File: src/rtl/rd_resp_arbiter_if.sv
// Handshake bundle between the two read-response requesters, the arbiter
// and the ROB/response side, plus the debug beat counters.
`ifndef AXI_ADDR_WIDTH
`define AXI_ADDR_WIDTH 32
`endif
`ifndef AXI_DATA_WIDTH
`define AXI_DATA_WIDTH 32
`endif

interface rd_resp_arbiter_if #(
  parameter int unsigned WDATA_WIDTH = `AXI_ADDR_WIDTH + `AXI_DATA_WIDTH,
  parameter int unsigned CNT_WIDTH   = 16
);
  logic                   hit_valid_i;
  logic                   hit_ready_o;
  logic [WDATA_WIDTH-1:0] hit_wdata_i;
  logic                   miss_valid_i;
  logic                   miss_ready_o;
  logic [WDATA_WIDTH-1:0] miss_wdata_i;
  logic                   out_valid_o;
  logic                   out_ready_i;
  logic [WDATA_WIDTH-1:0] out_wdata_o;
  logic                   out_src_o;
  logic [CNT_WIDTH-1:0]   hit_cnt_o;
  logic [CNT_WIDTH-1:0]   miss_cnt_o;

  // Arbiter side
  modport slave (
    input  hit_valid_i, hit_wdata_i, miss_valid_i, miss_wdata_i, out_ready_i,
    output hit_ready_o, miss_ready_o, out_valid_o, out_wdata_o, out_src_o,
    hit_cnt_o, miss_cnt_o
  );

  // Requester / consumer side
  modport master (
    output hit_valid_i, hit_wdata_i, miss_valid_i, miss_wdata_i, out_ready_i,
    input  hit_ready_o, miss_ready_o, out_valid_o, out_wdata_o, out_src_o,
    hit_cnt_o, miss_cnt_o
  );
endinterface

File: src/rtl/rd_resp_arbiter.sv
// Burst-limited round-robin arbiter sharing the read-response path between
// the read-hit path (source 0) and the read-miss handler (source 1), with a
// one-entry registered output stage and per-source beat counters.
`ifndef AXI_ADDR_WIDTH
`define AXI_ADDR_WIDTH 32
`endif
`ifndef AXI_DATA_WIDTH
`define AXI_DATA_WIDTH 32
`endif

module rd_resp_arbiter #(
  parameter int unsigned ADDR_WIDTH  = `AXI_ADDR_WIDTH,
  parameter int unsigned DATA_WIDTH  = `AXI_DATA_WIDTH,
  parameter int unsigned WDATA_WIDTH = ADDR_WIDTH + DATA_WIDTH,
  parameter int unsigned MAX_BURST   = 4,
  parameter int unsigned CNT_WIDTH   = 16
) (
  input  logic               clk,
  input  logic               rst,
  rd_resp_arbiter_if.slave   bus
);

  typedef enum logic {SRC_HIT = 1'b0, SRC_MISS = 1'b1} src_e;

  localparam logic [3:0] BURST_MAX = 4'(MAX_BURST);

  logic                   out_valid_q;
  logic [WDATA_WIDTH-1:0] out_wdata_q;
  src_e                   out_src_q;
  logic [CNT_WIDTH-1:0]   hit_cnt_q;
  logic [CNT_WIDTH-1:0]   miss_cnt_q;
  src_e                   last_q;
  logic [3:0]             burst_q;

  logic                   slot_free;
  logic                   any_valid;
  logic                   accept;
  src_e                   win_src;
  src_e                   other_src;
  logic [ADDR_WIDTH-1:0]  win_addr;
  logic [DATA_WIDTH-1:0]  win_data;
  logic [WDATA_WIDTH-1:0] win_word;

  assign slot_free = !out_valid_q || bus.out_ready_i;
  assign any_valid = bus.hit_valid_i || bus.miss_valid_i;
  assign accept    = slot_free && any_valid;
  assign other_src = (last_q == SRC_HIT) ? SRC_MISS : SRC_HIT;

  // Grant selection and winner word from the valids, last pointer and burst count
  always_comb begin
    win_src = SRC_HIT;
    if (bus.hit_valid_i && bus.miss_valid_i) begin
      // burst_q is zero only straight after reset: no run is in progress, so
      // the tie goes to the source opposite the pointer (the hit path).
      if (burst_q == '0 || burst_q == BURST_MAX) begin
        win_src = other_src;
      end else begin
        win_src = last_q;
      end
    end else if (bus.miss_valid_i) begin
      win_src = SRC_MISS;
    end
    win_word = (win_src == SRC_MISS) ? bus.miss_wdata_i : bus.hit_wdata_i;
    win_addr = win_word[WDATA_WIDTH-1:DATA_WIDTH];
    win_data = win_word[DATA_WIDTH-1:0];
  end

  assign bus.hit_ready_o  = accept && (win_src == SRC_HIT);
  assign bus.miss_ready_o = accept && (win_src == SRC_MISS);

  // Output stage, burst tracking and beat counters
  always_ff @(posedge clk) begin
    if (rst) begin
      out_valid_q <= 1'b0;
      out_wdata_q <= '0;
      out_src_q   <= SRC_HIT;
      hit_cnt_q   <= '0;
      miss_cnt_q  <= '0;
      last_q      <= SRC_MISS;
      burst_q     <= '0;
    end else if (accept) begin
      out_valid_q <= 1'b1;
      out_wdata_q <= {win_addr, win_data};
      out_src_q   <= win_src;
      if (win_src == last_q) begin
        if (burst_q != BURST_MAX) burst_q <= burst_q + 4'd1;
      end else begin
        burst_q <= 4'd1;
        last_q  <= win_src;
      end
      if (win_src == SRC_MISS) miss_cnt_q <= miss_cnt_q + CNT_WIDTH'(1);
      else                     hit_cnt_q  <= hit_cnt_q + CNT_WIDTH'(1);
    end else if (bus.out_ready_i) begin
      out_valid_q <= 1'b0;
    end
  end

  assign bus.out_valid_o = out_valid_q;
  assign bus.out_wdata_o = out_wdata_q;
  assign bus.out_src_o   = out_src_q;
  assign bus.hit_cnt_o   = hit_cnt_q;
  assign bus.miss_cnt_o  = miss_cnt_q;

endmodule
File: src/flat_wrapper.sv
// flat-port wrapper written by rule: the top's interface ports become plain ports
module rd_resp_arbiter_flat 
#(
  parameter int unsigned ADDR_WIDTH  = `AXI_ADDR_WIDTH,
  parameter int unsigned DATA_WIDTH  = `AXI_DATA_WIDTH,
  parameter int unsigned WDATA_WIDTH = ADDR_WIDTH + DATA_WIDTH,
  parameter int unsigned MAX_BURST   = 4,
  parameter int unsigned CNT_WIDTH   = 16
)
  (clk, rst, bus_hit_valid_i, bus_hit_wdata_i, bus_miss_valid_i, bus_miss_wdata_i, bus_out_ready_i, bus_hit_ready_o, bus_miss_ready_o, bus_out_valid_o, bus_out_wdata_o, bus_out_src_o, bus_hit_cnt_o, bus_miss_cnt_o);
  rd_resp_arbiter_if #(.WDATA_WIDTH(WDATA_WIDTH), .CNT_WIDTH(CNT_WIDTH)) bus_i ();
  input  logic clk;
  input  logic rst;
  input wire logic [$bits(bus_i.hit_valid_i)-1:0] bus_hit_valid_i;
  input wire logic [$bits(bus_i.hit_wdata_i)-1:0] bus_hit_wdata_i;
  input wire logic [$bits(bus_i.miss_valid_i)-1:0] bus_miss_valid_i;
  input wire logic [$bits(bus_i.miss_wdata_i)-1:0] bus_miss_wdata_i;
  input wire logic [$bits(bus_i.out_ready_i)-1:0] bus_out_ready_i;
  output wire logic [$bits(bus_i.hit_ready_o)-1:0] bus_hit_ready_o;
  output wire logic [$bits(bus_i.miss_ready_o)-1:0] bus_miss_ready_o;
  output wire logic [$bits(bus_i.out_valid_o)-1:0] bus_out_valid_o;
  output wire logic [$bits(bus_i.out_wdata_o)-1:0] bus_out_wdata_o;
  output wire logic [$bits(bus_i.out_src_o)-1:0] bus_out_src_o;
  output wire logic [$bits(bus_i.hit_cnt_o)-1:0] bus_hit_cnt_o;
  output wire logic [$bits(bus_i.miss_cnt_o)-1:0] bus_miss_cnt_o;
  assign bus_i.hit_valid_i = bus_hit_valid_i;
  assign bus_i.hit_wdata_i = bus_hit_wdata_i;
  assign bus_i.miss_valid_i = bus_miss_valid_i;
  assign bus_i.miss_wdata_i = bus_miss_wdata_i;
  assign bus_i.out_ready_i = bus_out_ready_i;
  assign bus_hit_ready_o = bus_i.hit_ready_o;
  assign bus_miss_ready_o = bus_i.miss_ready_o;
  assign bus_out_valid_o = bus_i.out_valid_o;
  assign bus_out_wdata_o = bus_i.out_wdata_o;
  assign bus_out_src_o = bus_i.out_src_o;
  assign bus_hit_cnt_o = bus_i.hit_cnt_o;
  assign bus_miss_cnt_o = bus_i.miss_cnt_o;
  rd_resp_arbiter #(.ADDR_WIDTH(ADDR_WIDTH), .DATA_WIDTH(DATA_WIDTH), .WDATA_WIDTH(WDATA_WIDTH), .MAX_BURST(MAX_BURST), .CNT_WIDTH(CNT_WIDTH)) u_core (.clk(clk), .rst(rst), .bus(bus_i));
endmodule
File: config.mk
export PLATFORM = sky130hd
export DESIGN_NAME = rd_resp_arbiter_flat
export DESIGN_NICKNAME = d
export VERILOG_FILES = /design/src/rtl/rd_resp_arbiter_if.sv /design/src/rtl/rd_resp_arbiter.sv /design/src/flat_wrapper.sv
export SDC_FILE = /design/constraint.sdc
export NUM_CORES = 1
export LEC_CHECK = 0
export CAP_MARGIN = 20
export CORE_ASPECT_RATIO = 1.5
export CORE_MARGIN = 2
export CORE_UTILIZATION = 35
export CTS_CLUSTER_SIZE = 8
export DETAILED_ROUTE_END_ITERATION = 7
export GPL_ROUTABILITY_DRIVEN = 0
export GPL_TIMING_DRIVEN = 0
export PLACE_DENSITY_LB_ADDON = 0.1
export SKIP_LAST_GASP = 1
export SYNTH_ARGS = -nofsm -noshare
export SYNTH_HDL_FRONTEND = slang
export SYNTH_SLANG_ARGS = --single-unit
File: constraint.sdc
create_clock -name clk -period 1.9 [get_ports clk]
set_clock_uncertainty 0.15 [all_clocks]
set_input_delay 0.285 -clock clk [delete_from_list [all_inputs] [get_ports clk]]
set_output_delay 0.285 -clock clk [all_outputs]
set_load 0.005 [all_outputs]
=== Word level (Yosys, flattened, before mapping) ===
Cells that the tools add are included.

* Word-level logic and storage cells: 39
* Bits in registers: 103

* Bitwise operators: 2
* $add $sub $neg: 3
* Reductions and logical operators: 14
* Mux-type cells: 9
* Equality and inequality tests: 4

{| class="wikitable"
|+ Operators with widths
! cell !! number
|-
| 64-bit two-way mux || 1
|-
| 16-bit by 1-bit adder with 16-bit output (second input constant) || 2
|-
| 4-bit two-way mux || 2
|-
| 2-bit AND reduction || 4
|-
| 1-bit two-way mux || 6
|-
| 4-bit by 1-bit adder with 4-bit output (second input constant) || 1
|-
| 4-bit by 3-bit equality test with 1-bit output (second input constant) || 1
|-
| 1-bit logical AND || 4
|-
| 4-bit logical NOT || 1
|-
| 4-bit by 3-bit != test with 1-bit output (second input constant) || 1
|-
| 1-bit logical OR || 3
|-
| 2-bit != test (second input constant) || 1
|-
| 1-bit NOT || 2
|-
| 2-bit nonzero test || 1
|-
| 1-bit equality test || 1
|-
| 1-bit logical NOT || 1
|}

=== Longest topological paths before layout ===
* Word-level depth: 7
* Mapped depth: 8

=== Worst setup path before layout ===
No wires, ideal clock.

* Kind: register -> register
* Start point: register u_core.burst_q[0]
* End point: register u_core.miss_cnt_q[14], in the netlist u_core.bus.miss_cnt_o[14]
* Path slack: -133 ps
* Arrival time: 1762 ps
* Stages on the path, launching flop included: 8
* Setup time: 121 ps
* Required time: 1629 ps
* Path through: dfxtp_1 inv_1 ha_1 nor2b_2 o2111ai_2 buf_2 nor4_1 mux2_2

* Longest elaborated chain between the ends: 5
* Elaborated cells on any way between the ends: 6
* Those cells by class: eq/ne (1); mux (2); reduce/logical (3)

{| class="wikitable"
|+ RTL lines
! item !! line !! RTL
|-
| start, declared || rd_resp_arbiter.sv:33 || <nowiki>logic [3:0] burst_q;</nowiki>
|-
| start signal, assigned || rd_resp_arbiter.sv:86 || <nowiki>if (burst_q != BURST_MAX) burst_q <= burst_q + 4'd1;</nowiki>
|-
| 4-bit by 3-bit equality test with 1-bit output / 4-bit logical NOT (equally long branches) || rd_resp_arbiter.sv:55 || <nowiki>if (burst_q == '0 || burst_q == BURST_MAX) begin</nowiki>
|-
| 1-bit logical OR (*) || rd_resp_arbiter.sv:55 ||
|-
| 1-bit two-way mux (*) || rd_resp_arbiter.sv:55 ||
|-
| 1-bit two-way mux (*) || rd_resp_arbiter.sv:52 || <nowiki>if (bus.hit_valid_i && bus.miss_valid_i) begin</nowiki>
|-
| 2-bit AND reduction (no line) (*) || - ||
|-
| end signal, assigned || rd_resp_arbiter.sv:91 || <nowiki>if (win_src == SRC_MISS) miss_cnt_q <= miss_cnt_q + CNT_WIDTH'(1);</nowiki>
|-
| end, declared || rd_resp_arbiter.sv:31 || <nowiki>logic [CNT_WIDTH-1:0] miss_cnt_q;</nowiki>
|}

Every way passes the cells marked *; elsewhere a longest branch is shown, timed or not.
A chain may end at the register's enable or synchronous reset.

=== Final worst setup path ===
* Start point: register u_core.burst_q[1]
* End point: register u_core.miss_cnt_q[14], in the netlist u_core.bus.miss_cnt_o[14]

Same word-level chain as after synthesis.

==> metrics.md <==
| Metric | Value |
|---|---|
| Status | finished with violations |
| Failing checks | setup timing |
| Util after Layout | 65.9% |
| RSZ-0062 raised after global routing | yes |
| I/O pin cnt | 233 |
| Cell area power density | 696 nW/um^2 |
| Critical path class | reg -> reg |
| Number of synthesized flops with an enable pin | 0 |
| Area growth, synth to finish | 82.7% |
| Antenna Nets Post-Route | 0 |
| Syn Area/Cell | 9.87 sq um |
| Tot Pwr | 5.53 mW |
| CTS tree | built |
| Port bufs | 231 |
| Pin count of the biggest net entering global routing | 16 |
| Static leakage | 2.93 nW |
| Synth warn | 0 |
| Final setup fails | 96 |
| Maximum fanout along the worst path | 8 |
| WP data arrival | 2.26 ns |
| Clk slew on worst S/H paths | 0.07 ns |
| Core ar. | 12,100 sq um |
| Worst setup SP type | flop |
| Min-delay src | u_core.bus.out_src_o |
| Syn Nets | 578 |
| Final worst-path cycle share | 114% |
| Clock latency on the worst-skew pair | 0.34 ns |
| Drt pass-1 iters | 4 |
| Post-layout minimum cycle time | 2.17 ns |
| Max-slew violations | 0 |
| Die Height | 141 um |
| Via Count | 4,746 |
| Share of layout cells above drive strength 1 | 17.8% |
| Peak Freq | 461 MHz |
| Worst setup path start | u_core.burst_q[1] |
| RR Startpoint | u_core.burst_q[1] |
| Seq cells post-synth | 103 |
| Slew @ Worst Pin | 0.735 ns |
| Iter 0 DRT Violations | 112 |
| Cell with the most instances after synthesis | dfxtp_1 |
| Clock Sinks | 103 |
| Cell variety after synth | 38 |
| Starting Density | 36.0% |
| Synth Flop Type | dfxtp_1 |
| Worst Path Required | 1.99 ns |
| Gate Count Post-Synth | 441 |
| Routed WL | 16.2 mm |
| Routed wire per std cell | 18.5 um |
| Maximum Capacitance Violations | 0 |
| Final worst slack | -0.270 ns |
| Slew HR | 51.0% |
| Total die area | 13,400 sq um |
| First-pass GRT wire length | 23.9 mm |
| Hold Slack | 0.325 ns |
| Initial antenna violation count | 0 |
| Worst hold stages | 2 |
| Worst slack at placement | -0.948 ns |
| Via/cell ratio | 5.42 |
| Max VDD drop | 0.000364 V |
| Async set or reset register ratio after synthesis | 0% |
| TritonCTS Buffers | 9 |
| Worst-case reg-to-reg path depth | 9 |
| Count of final hold-check violations | 0 |
| Die width | 95.1 um |
| Final nets | 856 |
| Largest area contributor in the netlist | dfxtp_1 |
| Tot GR Track Use | 22.7% |
| Detailed placement HPWL | 11.1 mm |
| Synth top area share | 47.4% |
| Gr ovfl total | 0 |
| Vias in the first global route | 4,854 |
| Hold Crit Class | reg -> reg |
| Top cells by count, synth | dfxtp_1, and2_1, a221o_1 |
| Seq/Total Area, Yosys | 47.4% |
| Synthesized area | 4350 sq um |
| CTS Buffer Depth | 2 |
| Clock root cell | clkbuf_16 |
| Area contributors post-synth | dfxtp_1, a221o_1, and2_1 |
| Antenna Cells | 0 |
| Residual DRC count | 0 |
| # rows | 49 |
| Fill count | 953 |
| Worst Setup End Kind | flop |
| Htree depth | 3 |
placed cells by master, fill, tap and decap left out, types with 14 or more instances in the layout:
| cell type | count |
|---|---|
| a221o_1 | 64 |
| a21oi_2 | 20 |
| and2_1 | 65 |
| dfxtp_1 | 101 |
| buf_6 | 25 |
| clkdlybuf4s50_1 | 227 |
| or4_4 | 14 |
| nand2_1 | 17 |
path summary, 6_finish.rpt:
check	endpoint	slack, ns
max reg2reg	u_core.bus.miss_cnt_o[14]	-0.27
min	u_core.bus.out_src_o	0.33
max	u_core.bus.miss_cnt_o[14]	-0.27
min reg2reg	u_core.bus.out_src_o	0.33
state kept, by name (all words and copies together), names as in the netlist:
register                cells
u_core.bus.out_valid_o      1
u_core.bus.out_wdata_o     64
u_core.burst_q              4
u_core.last_q               1
u_core.bus.out_src_o        1
u_core.bus.miss_cnt_o      16
u_core.bus.hit_cnt_o       16
critical path, cell delays in order, from the launching register on:
cell and delay [ns]:
dfxtp_4 0.35, inv_4 0.05, ha_4 0.13, nor2b_4 0.17, buf_6 0.12, o2111ai_4 0.12, buf_6 0.19, buf_8 0.14
nor4_4 0.31, mux2_4 0.32
cell type report:
type / count / area (sq um) / area share (%)
plain buffers: 29 / 256 / 3.22
clock buffers: 11 / 233 / 2.93
clock inverters: 4 / 47.5 / 0.598
inverters: 10 / 40.0 / 0.503
multi-input cells: 301 / 2420 / 30.5
flip-flops and latches: 103 / 2070 / 26.0
well taps: 153 / 191 / 2.41
repair buffers: 265 / 2690 / 33.8
where the power goes:
part | total, mW | internal, mW | switching (mW)
registers | 2.42 | 2.32 | 0.0983
clock network | 1.81 | 1.01 | 0.801
logic | 1.30 | 0.848 | 0.452
what timing repair did:
item,in CTS,in global routing
setup buffers,13,13
endpoints found under the setup margin,100,100
gates resized for setup,43,95
cloned,2,9
hold buffers,0,0
endpoints found under the hold margin,0,0
pin swaps,23,54
kinds of logic after synthesis:
group / count (synthesis) / share of synthesized area [%]
and+or+nand+nor: 157 / 21.8
buffers and inverters: 39 / 3.85
xor gates and xnor gates: 2 / 0.402
DFF: 103 / 47.4
AOI/OAI and AO/OA: 132 / 24.5
muxes: 4 / 0.949
adders and majority gates: 4 / 1.15
per-stage QoR:
| step | setup TNS (ns) | area (sq um) | instances |
|---|---|---|---|
| 5_1_grt | -24.74 | 7950 | 876 |
| 4_1_cts | -17.52 | 7420 | 855 |
| 3_3_place_gp | -68.22 | 6910 | 825 |
| 6_report | -17.13 | 7950 | 876 |
| 3_5_place_dp | -72.29 | 6910 | 825 |
| 2_1_floorplan | 0 | 4400 | 441 |
per-layer routing:
| layer | part of all wire (%) | GRT usage [%] |
|---|---|---|
| met2 | 55 | 41.6 |
| met3 | 6.5 | 6.95 |
| met4 | 3.2 | 8.92 |
| met1 | 36 | 23.7 |
| met5 | 0 | 0 |
No activity file was read; power rests on OpenSTA's default activity.
